### config.mk
export PLATFORM = sky130hd
export DESIGN_NAME = hit_event_generator
export DESIGN_NICKNAME = d
export VERILOG_FILES = /design/src/rtl/hit_event_generator.sv
export SDC_FILE = /design/constraint.sdc
export NUM_CORES = 1
export LEC_CHECK = 0
export ABC_AREA = 1
export CAP_MARGIN = 20
export CORE_MARGIN = 2
export CORE_UTILIZATION = 30
export DETAILED_ROUTE_END_ITERATION = 7
export PLACE_DENSITY_LB_ADDON = 0.2
export SYNTH_ARGS = -nofsm -noshare
export SYNTH_HDL_FRONTEND = slang
export SYNTH_SLANG_ARGS = --single-unit
### constraint.sdc
create_clock -name clk -period 1.5 [get_ports clk]
set_clock_uncertainty 0.15 [all_clocks]
set_input_delay 0.225 -clock clk [delete_from_list [all_inputs] [get_ports clk]]
set_output_delay 0.225 -clock clk [all_outputs]
set_load 0.05 [all_outputs]
### src/rtl/hit_event_generator.sv
// Turns per-pixel collision flags into one-cycle life-event pulses, evaluated once per frame.
// Optional build macro HIT_SHIELD_EN adds a one-hit shield (shield_pickup / shield_active).
//
// state    | meaning
// ---------+------------------------------------------------------------
// ARMED    | vulnerable; enemy, lethal and bonus collisions are evaluated
// COOLDOWN | post-hit invulnerability; sprite blinks, enemy hits ignored
// DEAD     | terminal; all pulses quiet until resetN

module hit_event_generator #(
    parameter int COOLDOWN_FRAMES   = 60,
    parameter int MIN_PIXELS        = 4,
    parameter int BLINK_HALF_PERIOD = 4,
    parameter int MAX_LIVES         = 9
) (
    input  logic       clk,
    input  logic       resetN,
    input  logic       startOfFrame,
    input  logic       collision_enemy,
    input  logic       collision_bonus,
    input  logic       collision_lethal,
    input  logic [3:0] lives_count,
    output logic       hpLoss_trigger,
    output logic       LifeBonus,
    output logic       end_life,
    output logic       invulnerable,
    output logic       blink_visible
`ifdef HIT_SHIELD_EN
    ,
    input  logic       shield_pickup,
    output logic       shield_active
`endif
);

    localparam logic [7:0] CD_LOAD    = 8'(COOLDOWN_FRAMES);
    localparam logic [7:0] MIN_PIX    = 8'(MIN_PIXELS);
    localparam logic [3:0] BLINK_LOAD = 4'(BLINK_HALF_PERIOD);
    localparam logic [3:0] LIVES_MAX  = 4'(MAX_LIVES);

    typedef enum logic [1:0] {ARMED, COOLDOWN, DEAD} state_t;

    state_t     state, state_nxt;
    logic [7:0] cnt_enemy, cnt_bonus, cnt_lethal;
    logic [7:0] frame_cnt, frame_cnt_nxt;
    logic [3:0] blink_cnt, blink_cnt_nxt;
    logic       blink_ph, blink_ph_nxt;
    logic       hp_q, hp_nxt, bonus_q, bonus_nxt, end_q, end_nxt;
    logic       enemy_hit, lethal_hit, bonus_ok, hit_absorbed;

    // The flag seen on the startOfFrame cycle already belongs to the new frame.
    always_ff @(posedge clk) begin
        if (!resetN) begin
            cnt_enemy  <= 8'd0;
            cnt_bonus  <= 8'd0;
            cnt_lethal <= 8'd0;
        end else if (startOfFrame) begin
            cnt_enemy  <= {7'd0, collision_enemy};
            cnt_bonus  <= {7'd0, collision_bonus};
            cnt_lethal <= {7'd0, collision_lethal};
        end else begin
            if (collision_enemy  && cnt_enemy  != 8'hFF) cnt_enemy  <= cnt_enemy  + 8'd1;
            if (collision_bonus  && cnt_bonus  != 8'hFF) cnt_bonus  <= cnt_bonus  + 8'd1;
            if (collision_lethal && cnt_lethal != 8'hFF) cnt_lethal <= cnt_lethal + 8'd1;
        end
    end

    assign enemy_hit  = (cnt_enemy >= MIN_PIX);
    assign lethal_hit = (cnt_lethal != 8'd0);
    assign bonus_ok   = (cnt_bonus != 8'd0) && (lives_count < LIVES_MAX);

`ifdef HIT_SHIELD_EN
    logic shield_q, shield_nxt;
    assign hit_absorbed  = shield_q;
    assign shield_active = shield_q;
`else
    assign hit_absorbed = 1'b0;
`endif

    always_comb begin
        state_nxt     = state;
        frame_cnt_nxt = frame_cnt;
        blink_cnt_nxt = blink_cnt;
        blink_ph_nxt  = blink_ph;
        hp_nxt        = 1'b0;
        bonus_nxt     = 1'b0;
        end_nxt       = 1'b0;
`ifdef HIT_SHIELD_EN
        shield_nxt    = shield_q;
        if (shield_pickup && state != DEAD && !shield_q)
            shield_nxt = 1'b1;
`endif
        if (startOfFrame) begin
            case (state)
                ARMED: begin
                    if (lethal_hit) begin
                        end_nxt   = 1'b1;
                        state_nxt = DEAD;
                    end else if (lives_count == 4'd0) begin
                        state_nxt = DEAD;
                    end else if (enemy_hit) begin
                        hp_nxt        = !hit_absorbed;
`ifdef HIT_SHIELD_EN
                        if (shield_q) shield_nxt = 1'b0;
`endif
                        frame_cnt_nxt = CD_LOAD;
                        blink_cnt_nxt = BLINK_LOAD;
                        blink_ph_nxt  = 1'b0;
                        state_nxt     = COOLDOWN;
                    end else begin
                        bonus_nxt = bonus_ok;
                    end
                end
                COOLDOWN: begin
                    if (lethal_hit) begin
                        end_nxt   = 1'b1;
                        state_nxt = DEAD;
                    end else begin
                        bonus_nxt     = bonus_ok;
                        frame_cnt_nxt = frame_cnt - 8'd1;
                        // Terminal count: this evaluation brings the window to zero.
                        if (frame_cnt == 8'd1) begin
                            state_nxt    = ARMED;
                            blink_ph_nxt = 1'b1;
                        end else if (blink_cnt == 4'd1) begin
                            blink_ph_nxt  = ~blink_ph;
                            blink_cnt_nxt = BLINK_LOAD;
                        end else begin
                            blink_cnt_nxt = blink_cnt - 4'd1;
                        end
                    end
                end
                default: ;
            endcase
        end
    end

    always_ff @(posedge clk) begin
        if (!resetN) begin
            state     <= ARMED;
            frame_cnt <= 8'd0;
            blink_cnt <= 4'd0;
            blink_ph  <= 1'b1;
            hp_q      <= 1'b0;
            bonus_q   <= 1'b0;
            end_q     <= 1'b0;
`ifdef HIT_SHIELD_EN
            shield_q  <= 1'b0;
`endif
        end else begin
            state     <= state_nxt;
            frame_cnt <= frame_cnt_nxt;
            blink_cnt <= blink_cnt_nxt;
            blink_ph  <= blink_ph_nxt;
            hp_q      <= hp_nxt;
            bonus_q   <= bonus_nxt;
            end_q     <= end_nxt;
`ifdef HIT_SHIELD_EN
            shield_q  <= shield_nxt;
`endif
        end
    end

    // Gating with resetN keeps a pulse registered just before reset from leaking out.
    assign hpLoss_trigger = hp_q    & resetN;
    assign LifeBonus      = bonus_q & resetN;
    assign end_life       = end_q   & resetN;
    assign invulnerable   = (state == COOLDOWN);
    assign blink_visible  = (state == ARMED) | ((state == COOLDOWN) & blink_ph);

endmodule

## Word-level counts from Yosys, hierarchy flattened

Cells that the tools add are included.

- Register bits: 42
- Input port bits: 10
- Output and inout port bits: 5
- Logic and storage cells: 102

- $add $sub $neg: 5
- Order comparisons: 2
- Equal/unequal tests: 14
- Mux-type cells: 38
- Bitwise operators: 9
- Reductions and logical operators: 21

Operators by type and width:

| cell | count |
|---|---|
| 8-bit two-way mux | 4 |
| 8-bit by 1-bit adder with 8-bit output (second input constant) | 3 |
| 4-bit two-way mux | 6 |
| 8-bit inequality test (second input constant) | 3 |
| 1-bit two-way mux | 18 |
| 8-bit case mux with 2 select lines | 1 |
| 8-bit nonzero test | 2 |
| 7-bit AND reduction | 2 |
| 2-bit two-way mux | 5 |
| 2-bit inequality test (second input constant) | 5 |
| 8-bit by 1-bit == test with 1-bit output (second input constant) | 1 |
| 8-bit by 3-bit greater-or-equal comparator with 1-bit output (second input constant) | 1 |
| 4-bit case mux with 2 select lines | 1 |
| 2-bit nonzero test | 4 |
| 8-bit by 1-bit subtractor with 8-bit output (second input constant) | 1 |
| 3-bit by 1-bit inequality test with 1-bit output (second input constant) | 2 |
| 6-bit AND reduction | 1 |
| 5-bit OR reduction | 1 |
| 1-bit bitwise AND | 4 |
| 4-bit by 1-bit == test with 1-bit output (second input constant) | 1 |
| 1-bit logical AND | 4 |
| 4-bit logical NOT | 1 |
| 4-bit less-than comparator (second input constant) | 1 |
| 4-bit inequality test (second input constant) | 1 |
| other kinds (11) | 16 |

## Logic depth before layout (Yosys ltp)

Gate-level depths: netlist of run 1.

- Depth in word-level cells: 6
- Depth in mapped cells: 11
- Depth with buffers taken out: 11

## Worst setup path before layout of run 1

OpenSTA, ideal clock, no wires.

- Kind: flip-flop to flip-flop
- Start: register cnt_lethal[0]
- End: register frame_cnt[5]
- Library setup time: 134 ps
- Arrival: 1226 ps
- Required time: 1216 ps
- Slack: -10 ps
- Stages on the path, launching flop included: 9
- Buffers on the path: 0
- Period minus slack after synthesis: 1510 ps
- Cell sequence: dfxtp_1 > inv_1 > ha_1 > nor3b_2 > nand3_2 > nand2_2 > nand3_2 > nand2_1 > a21oi_1

- Longest elaborated chain between the ends: 3
- Elaborated cells on any way between the ends: 4

Ends and longest elaborated chain:

| what | RTL line | source |
|---|---|---|
| start: declaration | 43 | `logic [7:0] cnt_enemy, cnt_bonus, cnt_lethal;` |
| start signal: assignment | 59 | `cnt_lethal <= {7'd0, collision_lethal};` |
| start signal: assignment | 63 | `if (collision_lethal && cnt_lethal != 8'hFF) cnt_lethal <= cnt_lethal + 8'd1;` |
| 8-bit nonzero test (*) | 68 | `assign lethal_hit = (cnt_lethal != 8'd0);` |
| 2-bit inequality test (no source line) | n/a |  |
| 6-bit AND reduction (no source line) (*) | n/a |  |
| end signal: assignment | 151 | `frame_cnt <= frame_cnt_nxt;` |
| end: declaration | 44 | `logic [7:0] frame_cnt, frame_cnt_nxt;` |

Mark *: on every way between the ends. The rest lies on a longest branch, timed or not.
A chain may end at the register's enable or synchronous reset.

## Worst setup path after layout of run 1

- Start: register cnt_lethal[0]
- End: register blink_cnt[3]

- Longest elaborated chain between the ends: 3
- Elaborated cells on any way between the ends: 4

Ends and longest elaborated chain:

| what | RTL line | source |
|---|---|---|
| 8-bit nonzero test (*) | 68 |  |
| 2-bit inequality test (no source line) | n/a |  |
| 7-bit AND reduction (no source line) (*) | n/a |  |
| end signal: assignment | 152 | `blink_cnt <= blink_cnt_nxt;` |
| end: declaration | 45 | `logic [3:0] blink_cnt, blink_cnt_nxt;` |

Marks and branches as above.

==> results.sh, run 1 <==
export IMPL_syn_inst=405
export IMPL_start_kind="flip-flop"
export IMPL_synth_common_cells="nand2_1 (113), inv_1 (43), dfxtp_1 (42)"
export IMPL_maxCapViolCount=0
export IMPL_cts_hold_fix_buffers=0
export IMPL_reg2reg_from="cnt_lethal[0]$_SDFFE_PN0P_"
export IMPL_worstHoldStart="resetN"
export IMPL_required_ns=1.54
export IMPL_outcome="complete, but fails checks"
export IMPL_num_rows=34
export IMPL_finalPower_mw=2.92
export IMPL_period_minus_slack_ns=1.60
export IMPL_ys_seq_elements=42
export IMPL_initial_core_util_pct=31.0
export IMPL_synth_ff_type="dfxtp_1"
export IMPL_syn_num_nets=425
export IMPL_cts_root_buf="clkbuf_8"
export IMPL_synthArstFlopShare_pct=0
export IMPL_setup_ws_ns=-0.0992
export IMPL_critPathTopFamily="simple AND/OR/NAND/NOR gates"
export IMPL_seq_area_frac_synth_pct=31.0
export IMPL_min_path_type="input pin to flip-flop"
export IMPL_synthMostInstantiatedCell="nand2_1"
export IMPL_finalSetupViolCount=24
export IMPL_fin_setup_tns_ns=-1.56
export IMPL_ir_worst_vdd_v=0.000386
export IMPL_via_per_inst=4.63
export IMPL_cp_buffers_inverters=1
export IMPL_synth_area_leaders="dfxtp_1 (31%), nand2_1 (16%), inv_1 (6.0%)"
export IMPL_die_h_um=99.1
export IMPL_cp_common_cell="nand2_2"
export IMPL_grt_usage_pct=14.0
export IMPL_path_max_fanout=4
export IMPL_worst_pin_slew_ns=0.342
export IMPL_violations="negative setup slack"
export IMPL_clkTransAtPathRegs_ns=0.09
export IMPL_crit_slowest_cell="dfxtp_2"
export IMPL_area_growth_pct=42.5
export IMPL_synth_top_area_share_pct=31.0
export IMPL_critical_path_startpoint="cnt_lethal[0]$_SDFFE_PN0P_"
export IMPL_yosys_cell_types_count=35
export IMPL_gp_congestion=0.862
export IMPL_synth_top_cell_by_area="dfxtp_1"
export IMPL_grt_overflow=0
export IMPL_worstPathArrival_ns=1.64
export IMPL_drtIter0Drc=99
export IMPL_nets=503
export IMPL_pin_count=15
export IMPL_die_area_sq_mm=0.00982
export IMPL_end_kind="flip-flop"
export IMPL_cts_max_level=2
export IMPL_max_freq_mhz=625
export IMPL_cts_buffers=5
export IMPL_hpwl_um=5180
export IMPL_drive_above_1_share_pct=36.8
export IMPL_ant_nets=0
export IMPL_cp_cell_sequence="inv_2 -> ha_4 -> nand2_1 -> nor2_1 -> nand2_1 -> nand2_2 -> nand2_2 -> nor2_4 -> nand2_4 -> nand2_2 -> a21oi_2"
export IMPL_grt_max_degree=14
export IMPL_die_x_um=99.1
export IMPL_cts_buffer_depth=2
export IMPL_slew_viol_final=0
export IMPL_wl_per_cell_um=11.5
export IMPL_diodes=0
export IMPL_cts_sinks=42
export IMPL_finalWirelength_um=6820
export IMPL_synth_edf_count=0
export IMPL_ys_warn_count=0
export IMPL_grt_pass1_vias=2527
export IMPL_slew_headroom_pct=77.0
export IMPL_drc=0
export IMPL_hold_viol=0
export IMPL_grt_first_pass_wirelength_um=11200
export IMPL_drtPass1Iterations=4
export IMPL_core_sq_mm=0.00876
export IMPL_antenna_found_initial=0
export IMPL_avgSynthCellArea_sq_um=6.70
export IMPL_worst_skew_pair_late_latency_ns=0.30
export IMPL_p_per_area_mw_per_mm2=756
export IMPL_rsz0062_at_grt="true"
export IMPL_vias=2740
export IMPL_cellLeakagePower_nw=1.64
export IMPL_crit_type="flip-flop to flip-flop"
export IMPL_min_period_over_period_pct=107
export IMPL_critical_path_max_stage_delay_ns=0.33
export IMPL_tritoncts="built"
export IMPL_numPortBuffers=14
export IMPL_syn_area_sq_mm=0.00271
[kinds of logic (layout without fill, tap and decap cells)]
family	after synthesis	after routing	share of synthesized area, %
flip-flops	42	42	31.0
AO/OA/AOI/OAI	45	45	9.55
AND/OR/NAND/NOR	235	235	42.2
XOR/XNOR	11	11	3.55
buffers and inverters	62	141	9.09
adder cells (fa/ha/maj)	10	10	4.61
[tightest hold or removal path, delay by kind of cell]
family,cells,cell delay (ns)
AND/OR/NAND/NOR,1,0.07
buffers and inverters,2,0.44
[layout make-up]
cell class,count,area (sq um)
clock inverters,2,13.8
repair buffers,75,681
clock buffers,6,72.6
multi-input cells,301,1870
inverters,58,235
well taps,108,135
fillers,887,4900
flip-flops and latches,42,856
[report_power, final]
group | internal [mW] | switching, mW | leakage, nW
clock | 0.329 | 0.421 | 0.0452
combinational | 0.413 | 0.552 | 1.25
sequential | 1.16 | 0.0418 | 0.346
total | 1.91 | 1.02 | 1.64
[path summary, 6_finish.rpt]
path                                    end  slack [ns]  cells after the start
hold / removal        blink_ph$_SDFFE_PN1P_        0.32                      3
hold reg to reg   blink_cnt[1]$_SDFFE_PN0P_        0.33                      2
setup reg to reg  blink_cnt[3]$_SDFFE_PN0P_        -0.1                     11
setup / recovery  blink_cnt[3]$_SDFFE_PN0P_        -0.1                     11
[stage by stage]
stage / hold WS (ns) / worst slack, ns / instances / utilization, % / area, sq um
after floorplan: 0.205 / 0.0105 / 405 / - / 2720
after global placement: 0.287 / -0.202 / 574 / 38.8 / 3400
after detailed placement: 0.301 / -0.227 / 574 / 38.8 / 3400
after CTS: 0.292 / -0.136 / 587 / 41.2 / 3610
after global routing: 0.336 / -0.210 / 592 / 44.1 / 3870
final: 0.322 / -0.0992 / 592 / 44.1 / 3870
[state kept, by name, indices dropped and copies added (netlist names)]
signal / cells
cnt_lethal: 8
blink_cnt: 4
frame_cnt: 8
cnt_enemy: 8
cnt_bonus: 8
bonus_q: 1
end_q: 1
blink_ph: 1
state: 2
hp_q: 1
[routing by layer]
metal	GRT usage [%]	vias to the layer above	part of all wire (%)
met1	17.0	1252	46
li1	-	1455	-
met3	2.46	7	2.2
met4	4.11	0	1.1
met2	25.1	26	51
met5	0	-	0
[placed cells by master (no fill, tap or decap), types with 7 or more instances in the layout]
cell type | netlist | final
nor2_1 | 35 | 29
dfxtp_1 | 42 | 30
nand2_2 | 6 | 15
nand4_1 | 8 | 8
xor2_1 | 11 | 11
nand2_1 | 113 | 101
inv_2 | 13 | 13
o21ai_1 | 4 | 7
buf_6 | 0 | 9
a21oi_2 | 1 | 7
dfxtp_2 | 0 | 12
nand3_1 | 32 | 28
a21oi_1 | 31 | 25
inv_1 | 43 | 39
clkdlybuf4s50_1 | 0 | 8
nor2_4 | 6 | 12
buf_4 | 2 | 52
[timing repair]
item | CTS | global route
gates resized for setup | 32 | 59
endpoints found under the setup margin | 39 | 43
setup buffers | 5 | 5
pin swaps | 21 | 32
(Power assumes the default switching activity.)
==> inputs of run 2 (changes only) <==
--- a/config.mk
+++ b/config.mk
@@ -9,8 +9,10 @@
 export CAP_MARGIN = 20
 export CORE_MARGIN = 2
 export CORE_UTILIZATION = 30
+export CTS_CLUSTER_SIZE = 8
 export DETAILED_ROUTE_END_ITERATION = 7
 export PLACE_DENSITY_LB_ADDON = 0.2
 export SYNTH_ARGS = -nofsm -noshare
 export SYNTH_HDL_FRONTEND = slang
 export SYNTH_SLANG_ARGS = --single-unit
+export TNS_END_PERCENT = 1
==> results.sh, run 2 (synthesis results as in run 1) <==
export IMPL_required_ns=1.53
export IMPL_via_per_inst=4.57
export IMPL_ir_worst_vdd_v=0.000380
export IMPL_antenna_found_initial=0
export IMPL_cts_max_level=2
export IMPL_period_minus_slack_ns=1.59
export IMPL_worst_skew_pair_late_latency_ns=0.29
export IMPL_maxCapViolCount=0
export IMPL_worstHoldStart="state[0]$_SDFFE_PN0P_"
export IMPL_numPortBuffers=14
export IMPL_min_period_over_period_pct=106
export IMPL_nets=497
export IMPL_multi_input_area_sq_mm=0.00176
export IMPL_area_growth_pct=35.1
export IMPL_finalSetupViolCount=21
export IMPL_start_kind="flip-flop"
export IMPL_cp_common_cell="nand2_1"
export IMPL_diodes=0
export IMPL_min_path_type="flip-flop to flip-flop"
export IMPL_dp_cells=574
export IMPL_rsz0062_at_grt="true"
export IMPL_die_area_sq_mm=0.00982
export IMPL_nFillCells=915
export IMPL_crit_slowest_cell="dfxtp_2"
export IMPL_worst_pin_slew_ns=0.340
export IMPL_grt_first_pass_wirelength_um=11100
export IMPL_placed_cell_area_sq_mm=0.00340
export IMPL_end_kind="flip-flop"
export IMPL_gp_congestion=0.862
export IMPL_drtPass1Iterations=5
export IMPL_cellLeakagePower_nw=1.59
export IMPL_design_area_sq_mm=0.00366
export IMPL_drc=0
export IMPL_worstPathArrival_ns=1.63
export IMPL_finalWirelength_um=6630
export IMPL_ant_nets=0
export IMPL_grt_overflow=0
export IMPL_crit_type="flip-flop to flip-flop"
export IMPL_clkTransAtPathRegs_ns=0.09
export IMPL_die_h_um=99.1
export IMPL_pin_count=15
export IMPL_drive_above_1_share_pct=30.1
export IMPL_cts_root_buf="clkbuf_8"
export IMPL_mostFrequentLayoutCell="nand2_1"
export IMPL_vias=2677
export IMPL_fin_setup_tns_ns=-1.24
export IMPL_violations="negative setup slack"
export IMPL_finalPower_mw=2.83
export IMPL_p_per_area_mw_per_mm2=771
export IMPL_most_common_layout_cells="nand2_1 (109), buf_4 (53), inv_1 (39), dfxtp_1 (36)"
export IMPL_grt_usage_pct=13.9
export IMPL_place_ws_ns=-0.227
export IMPL_tritoncts="built"
export IMPL_seq_area_sq_um=848
export IMPL_fin_cells=586
export IMPL_setup_ws_ns=-0.0933
export IMPL_num_rows=34
export IMPL_cts_buffer_depth=2
export IMPL_postLayoutCoreUtil_pct=41.8
export IMPL_drtIter0Drc=97
export IMPL_reg2reg_from="cnt_lethal[1]$_SDFFE_PP0P_"
export IMPL_grt_pass1_vias=2514
export IMPL_critical_path_max_stage_delay_ns=0.33
export IMPL_initial_core_util_pct=31.0
export IMPL_slew_headroom_pct=77.1
export IMPL_path_max_fanout=6
export IMPL_grt_max_degree=14
export IMPL_cts_buffers=5
export IMPL_cp_buffers_inverters=1
export IMPL_hold_viol=0
export IMPL_outcome="complete, but fails checks"
export IMPL_critPathTopFamily="simple AND/OR/NAND/NOR gates"
export IMPL_critical_path_startpoint="cnt_lethal[1]$_SDFFE_PP0P_"
export IMPL_core_sq_mm=0.00876
export IMPL_whs_ns=0.313
export IMPL_hpwl_um=5180
export IMPL_max_freq_mhz=628
export IMPL_cp_cell_sequence="inv_2 -> ha_4 -> nand2_1 -> nor2_1 -> nand2_1 -> nand2_2 -> nand2_4 -> nor2_4 -> nand2_1 -> nand2_1 -> nand3_1"
export IMPL_cts_sinks=42
export IMPL_slew_viol_final=0
export IMPL_die_x_um=99.1
export IMPL_wl_per_cell_um=11.3
-- run 2: repair_timing --
item	4_1_cts	5_1_grt
setup buffers	3	1
cloned	0	0
hold buffers	0	0
pin swaps	15	14
resized for setup	21	26
setup endpoints to repair	39	43
-- run 2: final timing paths --
kind	end	depth (start not counted)	slack [ns]
worst min register to register	hp_q$_SDFF_PP0_	1	0.31
worst min-delay path	hp_q$_SDFF_PP0_	1	0.31
worst max register to register	blink_ph$_SDFFE_PN1P_	11	-0.09
worst max-delay path	blink_ph$_SDFFE_PN1P_	11	-0.09
-- run 2: area by class of cell --
class	instances	share of cell area (%)
Clock buffer	6	1.98
Tap cell	108	3.69
Multi-Input combinational cell	301	48.0
Timing Repair Buffer	69	16.6
Clock inverter	2	0.376
Inverter	58	6.22
Sequential cell	42	23.2
-- run 2: worst register-to-register path, cell delays in order (launching register included) --
cell and delay [ns]:
dfxtp_2 0.33, inv_2 0.07, ha_4 0.14, nand2_1 0.04, nor2_1 0.08, nand2_1 0.10, nand2_2 0.12, nand2_4 0.07
nor2_4 0.18, nand2_1 0.07, nand2_1 0.06, nand3_1 0.05
-- run 2: where the power goes --
group | leakage (nW) | total, mW | internal, mW | switching (mW)
Clock | 0.0452 | 0.737 | 0.329 | 0.408
Sequential | 0.343 | 1.20 | 1.16 | 0.0412
Combinational | 1.20 | 0.884 | 0.368 | 0.516
-- run 2: per-layer routing --
layer	wire [um]	up-vias	GRT usage [%]	part of all wire (%)
li1	-	1441	-	-
met1	3110	1203	16.8	47
met2	3310	26	25.0	50
met3	141	7	2.46	2.1
met4	76	0	4.11	1.1
met5	0	-	0	0
==> inputs of run 3 (changes only) <==
--- a/config.mk
+++ b/config.mk
@@ -7,7 +7,7 @@
 export LEC_CHECK = 0
 export ABC_AREA = 1
 export CAP_MARGIN = 20
-export CORE_MARGIN = 2
+export CORE_MARGIN = 10
 export CORE_UTILIZATION = 30
 export CTS_CLUSTER_SIZE = 8
 export DETAILED_ROUTE_END_ITERATION = 7
==> constraint.sdc (replaced) <==
create_clock -name clk -period 1.5 [get_ports clk]
set_clock_uncertainty 0.15 [all_clocks]
set_input_delay 0.225 -clock clk [delete_from_list [all_inputs] [get_ports clk]]
set_output_delay 0.225 -clock clk [all_outputs]
set_load 0.02 [all_outputs]
==> results.sh, run 3 (synthesis results as in run 1) <==
export IMPL_p_per_area_mw_per_mm2=779
export IMPL_die_x_um=115
export IMPL_cts_max_level=2
export IMPL_worst_skew_pair_late_latency_ns=0.29
export IMPL_cts_hold_fix_buffers=0
export IMPL_period_minus_slack_ns=1.59
export IMPL_crit_end="blink_ph$_SDFFE_PN1P_"
export IMPL_slew_viol_final=0
export IMPL_required_ns=1.54
export IMPL_max_freq_mhz=628
export IMPL_drtPass1Iterations=4
export IMPL_tritoncts="built"
export IMPL_end_kind="flip-flop"
export IMPL_cp_cell_sequence="inv_2 -> ha_4 -> nand2_2 -> nor2_2 -> nand2_2 -> nand2_4 -> nand2_4 -> nor2_4 -> nand2_1 -> nand2_1 -> nand3_1"
export IMPL_seq_area_sq_um=846
export IMPL_die_h_um=115
export IMPL_min_path_type="flip-flop to flip-flop"
export IMPL_worst_pin_slew_ns=0.304
export IMPL_drive_above_1_share_pct=29.3
export IMPL_hpwl_um=5300
export IMPL_gp_congestion=0.829
export IMPL_worstPathArrival_ns=1.63
export IMPL_place_ws_ns=-0.480
export IMPL_crit_type="flip-flop to flip-flop"
export IMPL_mostFrequentLayoutCell="nand2_1"
export IMPL_area_growth_pct=32.0
export IMPL_num_rows=34
export IMPL_setup_ws_ns=-0.0914
export IMPL_post_cts_setup_buffers=0
export IMPL_nFillCells=945
export IMPL_ff2ff_path_depth=11
export IMPL_core_sq_mm=0.00876
export IMPL_reg2reg_from="cnt_lethal[0]$_SDFFE_PN0P_"
export IMPL_drc=0
export IMPL_via_per_inst=4.58
export IMPL_initial_core_util_pct=31.0
export IMPL_maxCapViolCount=0
export IMPL_cellLeakagePower_nw=1.56
export IMPL_nets=497
export IMPL_cts_buffers=5
export IMPL_r2r_end="blink_ph$_SDFFE_PN1P_"
export IMPL_cts_buffer_depth=2
export IMPL_grt_overflow=0
export IMPL_postLayoutCoreUtil_pct=40.9
export IMPL_critical_path_max_stage_delay_ns=0.33
export IMPL_diodes=0
export IMPL_wl_per_cell_um=11.4
export IMPL_numPortBuffers=14
export IMPL_grt_first_pass_wirelength_um=11600
export IMPL_path_max_fanout=6
export IMPL_critical_path_startpoint="cnt_lethal[0]$_SDFFE_PN0P_"
export IMPL_antenna_found_initial=0
export IMPL_grt_pass1_vias=2664
export IMPL_grt_usage_pct=10.3
export IMPL_outcome="complete, but fails checks"
export IMPL_ir_worst_vdd_v=0.000369
export IMPL_ant_nets=0
export IMPL_most_common_layout_cells="nand2_1 (107), buf_4 (55), inv_1 (39), dfxtp_1 (38), nand3_1 (32)"
export IMPL_finalPower_mw=2.79
export IMPL_cts_root_buf="clkbuf_8"
export IMPL_pin_count=15
export IMPL_violations="negative setup slack"
export IMPL_ff2ff_setup_slack_ns=-0.09
export IMPL_start_kind="flip-flop"
export IMPL_finalWirelength_um=6660
export IMPL_min_period_over_period_pct=106
export IMPL_vias=2681
export IMPL_slew_headroom_pct=79.6
export IMPL_cts_sinks=42
export IMPL_die_area_sq_mm=0.0132
export IMPL_grt_max_degree=15
export IMPL_drtIter0Drc=78
export IMPL_rsz0062_at_grt="true"
export IMPL_multi_input_area_sq_mm=0.00174
export IMPL_hold_viol=0
export IMPL_clkTransAtPathRegs_ns=0.09
export IMPL_finalSetupViolCount=24
export IMPL_crit_slowest_cell="dfxtp_2"
## run 3: worst max-delay path: cells and delay by family, from the launching register on
kind | cells | cell delay (ns)
fa+ha+maj | 1 | 0.15
flops | 1 | 0.33
buf+inv | 1 | 0.07
simple gates | 9 | 0.80
## run 3: cell type report
cell class | count | area share, %
clock inverters | 3 | 0.594
repair buffers | 69 | 15.3
clock buffers | 5 | 1.92
multi-input cells | 301 | 48.6
well taps | 108 | 3.77
inverters | 58 | 6.22
flip-flops and latches | 42 | 23.6
## run 3: worst min-delay path by stage
stage / from / to / slack (ns) / depth (start not counted)
after floorplan: startOfFrame / cnt_lethal[0]$_SDFFE_PN0P_ / 0.21 / 2
after global placement: blink_cnt[1]$_SDFFE_PN0P_ / blink_cnt[1]$_SDFFE_PN0P_ / 0.31 / 2
after detailed placement: blink_cnt[1]$_SDFFE_PN0P_ / blink_cnt[1]$_SDFFE_PN0P_ / 0.31 / 2
after CTS: blink_cnt[1]$_SDFFE_PN0P_ / blink_cnt[1]$_SDFFE_PN0P_ / 0.32 / 2
after global routing: blink_cnt[1]$_SDFFE_PN0P_ / blink_cnt[1]$_SDFFE_PN0P_ / 0.34 / 2
final: blink_cnt[1]$_SDFFE_PN0P_ / blink_cnt[1]$_SDFFE_PN0P_ / 0.32 / 2
## run 3: per-stage QoR
step	hold slack [ns]	cells	setup TNS (ns)	instance area [sq um]
3_3_place_gp	0.310	578	-11.07	3380
6_report	0.320	586	-1.18	3580
2_1_floorplan	0.205	405	0	2720
5_1_grt	0.340	586	-4.42	3580
3_5_place_dp	0.310	578	-12.21	3380
4_1_cts	0.323	586	-1.56	3510
## run 3: layer usage
metal / track usage [%] / routed length, um
met3: 2.14 / 165
met4: 1.98 / 38
met2: 18.5 / 3280
met1: 12.5 / 3170
met5: 0 / 0
## run 3: timing repair
action                                  in CTS  in global routing
endpoints found under the setup margin      40                 41
gates resized for setup                     29                 23
pin swaps                                   10                 13
## run 3: power breakdown
part	leakage [nW]	internal [mW]	total [mW]	switching, mW
Sequential	0.342	1.16	1.20	0.0338
Clock	0.0441	0.328	0.756	0.429
Combinational	1.18	0.347	0.838	0.491
Total	1.56	1.84	2.79	0.954
